==> src/rtl/cmd_pkg.sv <==
// rtl/cmd_pkg.sv - command codes, frame lengths and FSM state for the command encoder
// ENCODER_CHECKSUM_EN adds one trailing XOR byte to every frame.
package cmd_pkg;

  localparam logic [7:0] CMD_PERIOD = 8'h01;
  localparam logic [7:0] CMD_FREQ   = 8'h02;
  localparam logic [7:0] CMD_DATA   = 8'h03;
  localparam logic [7:0] CMD_CTRL   = 8'h04;
  localparam logic [7:0] CMD_REPEAT = 8'h05;

  localparam int LEN_PERIOD   = 3;
  localparam int LEN_FREQ_HDR = 1;
  localparam int LEN_DATA_HDR = 2;
  localparam int LEN_CTRL     = 3;
  localparam int LEN_REPEAT   = 3;

  localparam int CSUM_W = 8;
`ifdef ENCODER_CHECKSUM_EN
  localparam int LEN_CSUM = 1;
`else
  localparam int LEN_CSUM = 0;
`endif

  typedef enum logic [2:0] {
    S_IDLE,
    S_SEND,
    S_WAIT,
    S_DONE,
    S_ERR
  } state_t;

  // CMD_DATA is always the longest frame.
  function automatic int max_frame_len(int data_bit);
    return LEN_DATA_HDR + data_bit / 8 + LEN_CSUM;
  endfunction

endpackage

==> src/rtl/cmd_frame_len.sv <==
// rtl/cmd_frame_len.sv - combinational frame length lookup per command code
// Length includes the checksum byte when ENCODER_CHECKSUM_EN is defined.
module cmd_frame_len
  import cmd_pkg::*;
#(
  parameter int DATA_BIT = 32,
  parameter int LEN_W    = 4
) (
  input  logic [7:0]       cmd,
  output logic [LEN_W-1:0] len,
  output logic             valid
);

  always_comb begin
    valid = 1'b1;
    len   = '0;
    case (cmd)
      CMD_PERIOD: len = LEN_W'(LEN_PERIOD + LEN_CSUM);
      CMD_FREQ:   len = LEN_W'(LEN_FREQ_HDR + DATA_BIT / 8 + LEN_CSUM);
      CMD_DATA:   len = LEN_W'(LEN_DATA_HDR + DATA_BIT / 8 + LEN_CSUM);
      CMD_CTRL:   len = LEN_W'(LEN_CTRL + LEN_CSUM);
      CMD_REPEAT: len = LEN_W'(LEN_REPEAT + LEN_CSUM);
      default:    valid = 1'b0;
    endcase
  end

endmodule

==> src/rtl/cmd_encoder.sv <==
// rtl/cmd_encoder.sv - frames one host command into bytes and feeds a UART transmitter
// ENCODER_CHECKSUM_EN appends the XOR of all preceding frame bytes.
module cmd_encoder
  import cmd_pkg::*;
#(
  parameter int DATA_BIT      = 32,
  parameter int UART_DATA_BIT = 8
) (
  input  logic                     clk,
  input  logic                     rst_n,
  input  logic                     start_i,
  input  logic [7:0]               cmd_i,
  input  logic [7:0]               channel_i,
  input  logic [DATA_BIT-1:0]      payload_i,
  input  logic                     tx_done_tick_i,
  output logic                     tx_start_o,
  output logic [UART_DATA_BIT-1:0] tx_data_o,
  output logic                     busy_o,
  output logic                     done_tick_o,
  output logic                     err_o
);

  localparam int MAX_LEN = max_frame_len(DATA_BIT);
  localparam int IDX_W   = $clog2(MAX_LEN + 1);

  state_t                   state, state_nxt;
  logic [7:0]               cmd_q, ch_q;
  logic [DATA_BIT-1:0]      pay_q;
  logic [IDX_W-1:0]         idx, len_q, len_w;
  logic                     len_ok;
  logic                     loaded;
  logic                     last;
  logic [UART_DATA_BIT-1:0] data_q;
  logic [7:0]               sel_byte;
  logic [IDX_W-1:0]         pay_k;
  logic [DATA_BIT-1:0]      shifted;
`ifdef ENCODER_CHECKSUM_EN
  logic [CSUM_W-1:0]        csum;
`endif

  cmd_frame_len #(
    .DATA_BIT (DATA_BIT),
    .LEN_W    (IDX_W)
  ) u_len (
    .cmd   (cmd_i),
    .len   (len_w),
    .valid (len_ok)
  );

  assign last      = (idx == len_q - IDX_W'(1));
  assign tx_data_o = data_q;

  // Payload byte k: pattern bytes start after the header (1 byte, or 2 for CMD_DATA).
  always_comb begin
    pay_k    = idx - ((cmd_q == CMD_DATA) ? IDX_W'(2) : IDX_W'(1));
    shifted  = pay_q >> {pay_k, 3'b000};
    sel_byte = shifted[7:0];
    case (cmd_q)
      CMD_PERIOD, CMD_FREQ: sel_byte = shifted[7:0];
      CMD_DATA:             sel_byte = (idx == IDX_W'(1)) ? ch_q : shifted[7:0];
      default:              sel_byte = (idx == IDX_W'(1)) ? ch_q : pay_q[7:0];
    endcase
`ifdef ENCODER_CHECKSUM_EN
    if (last) sel_byte = csum;
`endif
  end

  always_comb begin
    state_nxt   = state;
    tx_start_o  = 1'b0;
    busy_o      = 1'b0;
    done_tick_o = 1'b0;
    err_o       = 1'b0;
    case (state)
      S_IDLE: if (start_i) state_nxt = len_ok ? S_SEND : S_ERR;
      S_SEND: begin
        busy_o = 1'b1;
        if (loaded) begin
          tx_start_o = 1'b1;
          state_nxt  = S_WAIT;
        end
      end
      S_WAIT: begin
        busy_o = 1'b1;
        if (tx_done_tick_i) state_nxt = last ? S_DONE : S_SEND;
      end
      S_DONE: begin
        busy_o      = 1'b1;
        done_tick_o = 1'b1;
        state_nxt   = S_IDLE;
      end
      S_ERR: begin
        err_o     = 1'b1;
        state_nxt = S_IDLE;
      end
      default: state_nxt = S_IDLE;
    endcase
  end

  // The cmd byte is loaded at accept; later bytes spend one SEND cycle loading
  // tx_data_o before the start pulse so the byte is stable under tx_start_o.
  always_ff @(posedge clk or posedge rst_n) begin
    if (rst_n) begin
      state  <= S_IDLE;
      cmd_q  <= '0;
      ch_q   <= '0;
      pay_q  <= '0;
      len_q  <= '0;
      idx    <= '0;
      loaded <= 1'b0;
      data_q <= '0;
`ifdef ENCODER_CHECKSUM_EN
      csum   <= '0;
`endif
    end else begin
      state <= state_nxt;
      case (state)
        S_IDLE: begin
          if (start_i && len_ok) begin
            cmd_q  <= cmd_i;
            ch_q   <= channel_i;
            pay_q  <= payload_i;
            len_q  <= len_w;
            idx    <= '0;
            data_q <= UART_DATA_BIT'(cmd_i);
            loaded <= 1'b1;
`ifdef ENCODER_CHECKSUM_EN
            csum   <= cmd_i;
`endif
          end
        end
        S_SEND: begin
          if (loaded) begin
            loaded <= 1'b0;
          end else begin
            data_q <= UART_DATA_BIT'(sel_byte);
            loaded <= 1'b1;
`ifdef ENCODER_CHECKSUM_EN
            csum   <= csum ^ sel_byte;
`endif
          end
        end
        S_WAIT: if (tx_done_tick_i && !last) idx <= idx + IDX_W'(1);
        default: ;
      endcase
    end
  end

endmodule

==> config.mk <==
export PLATFORM = sky130hd
export DESIGN_NAME = cmd_encoder
export DESIGN_NICKNAME = d
export VERILOG_FILES = /design/src/rtl/cmd_pkg.sv /design/src/rtl/cmd_frame_len.sv /design/src/rtl/cmd_encoder.sv
export SDC_FILE = /design/constraint.sdc
export NUM_CORES = 1
export LEC_CHECK = 0
export ABC_AREA = 0
export BUFFER_PORTS_ARGS = -buffer_cell sky130_fd_sc_hd__buf_2
export CORE_AREA = 5 5 107 69
export DETAILED_ROUTE_END_ITERATION = 10
export DIE_AREA = 0 0 112 74
export PLACE_DENSITY = 0.82
export REMOVE_ABC_BUFFERS = 1
export SETUP_SLACK_MARGIN = 0.02
export SLEW_MARGIN = 25
export SYNTH_ARGS = -nofsm -noshare
export SYNTH_HDL_FRONTEND = slang
export SYNTH_SLANG_ARGS = --single-unit
==> constraint.sdc <==
create_clock -name clk -period 3.61 [get_ports clk]
set_input_delay 0 -clock clk [delete_from_list [all_inputs] [get_ports clk]]
set_output_delay 0 -clock clk [all_outputs]
set_load 0.02 [all_outputs]
# Yosys cells after proc, flatten, opt, wreduce, memory -nomap -nowiden
# Cells that the tools add are included.
# classes
add_sub_neg	3
n_eq_ne	20
n_shift	1
muxes	26
n_reduce_logical	15
# op_table
operator	n
8-bit by 2-bit equality test with 1-bit output (second input constant)	4
8-bit two-way mux	4
8-bit one-hot mux with 2 select lines	2
32-bit by 6-bit right shift with 8-bit output	1
3-bit two-way mux	6
3-bit one-hot mux with 3 select lines	2
8-bit by 1-bit equality test with 1-bit output (second input constant)	2
8-bit by 3-bit equality test with 1-bit output (second input constant)	2
2-bit inequality test (second input constant)	6
3-bit AND reduction	3
1-bit two-way mux	8
3-bit by 1-bit equality test with 1-bit output (second input constant)	2
3-bit by 2-bit equality test with 1-bit output (second input constant)	2
3-bit one-hot mux with 2 select lines	1
3-bit OR reduction	2
5-bit OR reduction	1
2-bit two-way mux	2
2-bit AND reduction	2
2-bit nonzero test	2
3-bit by 1-bit adder with 3-bit output (second input constant)	1
3-bit equality test	1
3-bit equality test (second input constant)	1
3-bit zero test	1
3-bit by 1-bit subtractor with 3-bit output (second input constant)	1
5 further kinds	6
# word_totals
regBits	66
in_bits	52
output_inout_bits	12

# Depth between registers and ports, before layout
# logic_depth
depth_word	8
mapped_depth	11
mapped_depth_nobuf	10

# By module
# From an unflattened synthesis, not the netlist that was laid out.
# hier_totals
hier_cells	384
hier_area_um2	3462.1
# modules_own_cells
module	n_inst	cells_per_inst	area_per_inst_um2	seq_area_each_um2
cmd_encoder	1	376	3394.5	1651.6
cmd_frame_len	1	8	67.6	0.0

# Least setup slack after synthesis
# Ideal clock, no wire load.
# synth_path
path_type	reg2reg
startpoint	register cmd_q[7]
endpoint	register data_q[0], in the netlist tx_data_o[0]
setup_time_ps	125
arrival_ps	2979
required_ps	3485
slack_ps	505
path_stages_with_launch	9
n_path_buf	1
period_less_slack_ps	3105
cell_sequence	dfrtp_1 -> nor4_1 -> nand4_1 -> fa_1 -> clkbuf_1 -> mux4_2 -> nor3b_1 -> nor4_1 -> o21ai_1
# synth_via
elab_chain_cells	8
word_cells_on_any_way	11
# synth_lines
element	line	rtl
start, declared	cmd_encoder.sv:27	logic [7:0] cmd_q, ch_q;
start signal, assigned	cmd_encoder.sv:120	cmd_q <= cmd_i;
8-bit by 2-bit equality test with 1-bit output	cmd_encoder.sv:55, cmd_encoder.sv:58	
2-bit two-way mux	cmd_encoder.sv:55	pay_k = idx - ((cmd_q == CMD_DATA) ? IDX_W'(2) : IDX_W'(1));
3-bit by 2-bit subtractor with 3-bit output	cmd_encoder.sv:55	
32-bit by 6-bit right shift with 8-bit output	cmd_encoder.sv:56	shifted = pay_q >> {pay_k, 3'b000};
8-bit two-way mux	cmd_encoder.sv:60	CMD_DATA: sel_byte = (idx == IDX_W'(1)) ? ch_q : shifted[7:0];
8-bit one-hot mux with 2 select lines *	cmd_encoder.sv:58	case (cmd_q)
8-bit two-way mux *	cmd_encoder.sv:133	if (loaded) begin
8-bit one-hot mux with 2 select lines *	cmd_encoder.sv:117	case (state)
end signal, assigned	cmd_encoder.sv:125	data_q <= UART_DATA_BIT'(cmd_i);
end signal, assigned	cmd_encoder.sv:136	data_q <= UART_DATA_BIT'(sel_byte);
end, declared	cmd_encoder.sv:33	logic [UART_DATA_BIT-1:0] data_q;
# Every way passes the cells marked *; elsewhere a longest branch is shown, timed or not. The select of a mux whose other input is x is not followed.
# A chain may end at the register's enable or synchronous reset.

# Final worst setup path
# layout_path
startpoint	register cmd_q[7]
endpoint	register data_q[1], in the netlist tx_data_o[1]
# Same word-level chain as after synthesis.

==> impl_results.md <==
* Core area at 6360 µm²
* Vias at 3007
* Fin cells at roughly 570
* Layout cell share with drive strength beyond 1 at just over 20%
* # port buffers at 63
* CTS H-tree depth at 3
* Vias in the first global route at 3012
* CTS buffer count at 9
* Slew Viols, Final at 0
* Commonest cells after routing, fill and taps aside: 157 x nand2_1, 66 x dfrtp_1, 63 x buf_2
* Area share of the largest cell type after synthesis at 49.9%
* Starting utilization of the core area at 52.1%
* CTS clk-pin slew, worst paths at 70 ps
* Pre-antenna DRT Iters at 4
* Main flop type after synthesis: dfrtp_1
* Bufs on Longest Clock Path at 2
* Wirelength, routed at 8770 µm
* Netlist cell types at 46
* Outcome: completed
* Worst rel slew slack at 50.4%
* Layout area overhead at 31.3%
* Drt wl/cell at 15.4 µm
* Net Sw Power at 0.000893 W
* Critical path data arrival time at 3590 ps
* Synth area leaders: dfrtp_1 50%, nand2_1 18%, mux4_2 5.4%
* Setup crit start kind: flop
* Root buffer cell: clkbuf_8
* VDD IR max at about 0.24 mV
* Post-Syn Instances at ~370
* Dpl cell area at 3700 µm²
* Seq cells post-synth at 66
* Placed instance count at between 500 and 600
* RSZ-0062 raised after global routing: false
* # diodes at 0
* Yosys warns at 0
* Routability congestion estimate at 0.890
* Switching part of the total power at between 30% and 40%
* Lkg Pwr at about 2.2 nW
* Combinational share of power at around a third
* CP Capture Type: flop
* Drt initial violations at approximately 250
* ANT nets after route at 0
* Commonest non-fill, non-tap cell in the layout: nand2_1
* Syn avg cell area at 8.88 µm²
* Peak fanout along the critical path at 8
* Pin count of the biggest net entering global routing at 55
* Synth area leader: dfrtp_1
* Kind of critical path: flop to flop
* Final setup skew at roughly 4.1 ps
* Setup violations, final at 0
* Register area share after synthesis at 49.9%
* Synthesized area at 3310 µm²
* Maximum capacitance violations at 0
* Post-synth EDFFs at 0
* Final hold violations at 0
* Via-to-Cell Ratio at 5.28
* CTS tree: yes
* Nets@finish at 535
* Sequential power share at 41.7%
* Setup TNS at 0 ps
* Total global routing overflow at 0
* Die Width at 112 µm
* Row cnt at 23
* Total track usage at 22.9%
* Critical path required time at 3830 ps
* # DRC at 0
* Achievable frequency at 296 MHz
* Clock Latency Late Sink at approximately 340 ps
* Final instance area at 4350 µm²
* Int Pwr at 0.00162 W
* Die area at between 8000 and 9000 µm²
* Total Power at 0.00252 W
* Asr flop ratio synth at 100%
* Clock share of power at 24.4%
* Power Density at 579 nW/µm²
* IO Pins at 64
* Worst-Margin Slew at 739 ps
* Part of the cycle the worst path needs at 93.5%
* Minimum clock period at 3370 ps
* Type of the worst min-delay path: primary input to flop
* First-pass GRT wire length at approximately 15000 µm
* Clk sinks at 66
* Die Span Y at 74 µm
* DP HPWL at 5680 µm
* Antenna violations before repair at 0
==> layout make-up <==
type	instances	area, µm²
sequential	66	1650
fill	485	2010
clock buffer	10	138
tap	87	109
inverter	10	40.0
timing repair buffer	113	803
multi-input combinational	278	1550
clock inverter	5	55.1
==> kinds of logic after synthesis <==
kind of cell	share of synthesized area, %
simple gates	27.0
fa+ha+maj	2.12
buf+inv	3.51
xor+xnor	1.51
mux	6.08
compound gates	9.90
flops	49.9
==> routing by layer <==
layer	GRT usage [%]	vias up	wire, µm
met5	0	-	0
met4	10.5	0	214
met3	7.07	20	617
met2	36.7	106	4140
met1	29.3	1436	3800
li1	-	1445	-
==> worst paths after layout <==
check	to	cells after the start	from	slack, ps
worst max-delay path	tx_data_o[1]$_DFFE_PP0P_	9	cmd_q[7]$_DFFE_PP0P_	240
worst min-delay path	len_q[1]$_DFFE_PP0P_	3	cmd_i[7]	30
worst max register to register	tx_data_o[1]$_DFFE_PP0P_	9	cmd_q[7]$_DFFE_PP0P_	240
worst min register to register	pay_q[18]$_DFFE_PP0P_	2	pay_q[18]$_DFFE_PP0P_	480
max in group asynchronous	len_q[2]$_DFFE_PP0P_	4	rst_n	2670
min in group asynchronous	pay_q[0]$_DFFE_PP0P_	3	rst_n	310
==> registers in the layout (all words and copies together) (netlist names) <==
register,flops
len_q,3
idx,3
ch_q,8
cmd_q,8
loaded,1
state,3
tx_data_o,8
pay_q,32
==> stage by stage <==
stage | hold WS, ps | setup slack [ps] | utilization, %
floorplan | 105 | 449 | -
global placement | 190 | 323 | 58.2
detailed placement | 142 | 122 | 58.2
CTS | 18.2 | 102 | 68.3
global route | 50.9 | 46.0 | 68.4
finish | 33.5 | 236 | 68.4
==> synth_stat cells, types with 2 or more instances <==
library cell	n
nand2_1	157
dfrtp_1	66
a21oi_1	15
clkbuf_1	13
nor2_1	12
inv_1	10
nor2b_1	10
o21ai_0	10
mux4_2	8
a31oi_1	6
buf_2	6
a21o_1	5
nor3_1	5
nor3b_1	5
nor4_1	5
ha_1	4
nand2b_1	3
o31ai_1	3
and2_1	2
xnor2_1	2
==> worst max-delay path, cell delays in order (launching register included) <==
cell     delay, ps
dfrtp_1        380
nor4_1         450
nand4_1        370
ha_1           310
inv_1           70
fa_2           570
mux4_2         510
nor3b_1        160
nor4_1         310
o21ai_0        120
==> power by group through the flow <==
stage	clock network, W	logic [W]	registers, W
global route	0.000653	0.000939	0.00107
global placement	0	0.000759	0.00105
CTS	0.000623	0.000841	0.00104
detailed placement	0	0.000802	0.00105
floorplan	0	0.000536	0.00106
finish	0.000614	0.000853	0.00105
==> repair_timing <==
| item | CTS | global route |
|---|---|---|
| endpoints found under the setup margin | 0 | 3 |
| hold buffers | 45 | 0 |
| buffers inserted | 0 | 0 |
| hold endpoints to repair | 98 | 0 |
| gates resized for setup | 0 | 1 |
(Power assumes the default switching activity.)
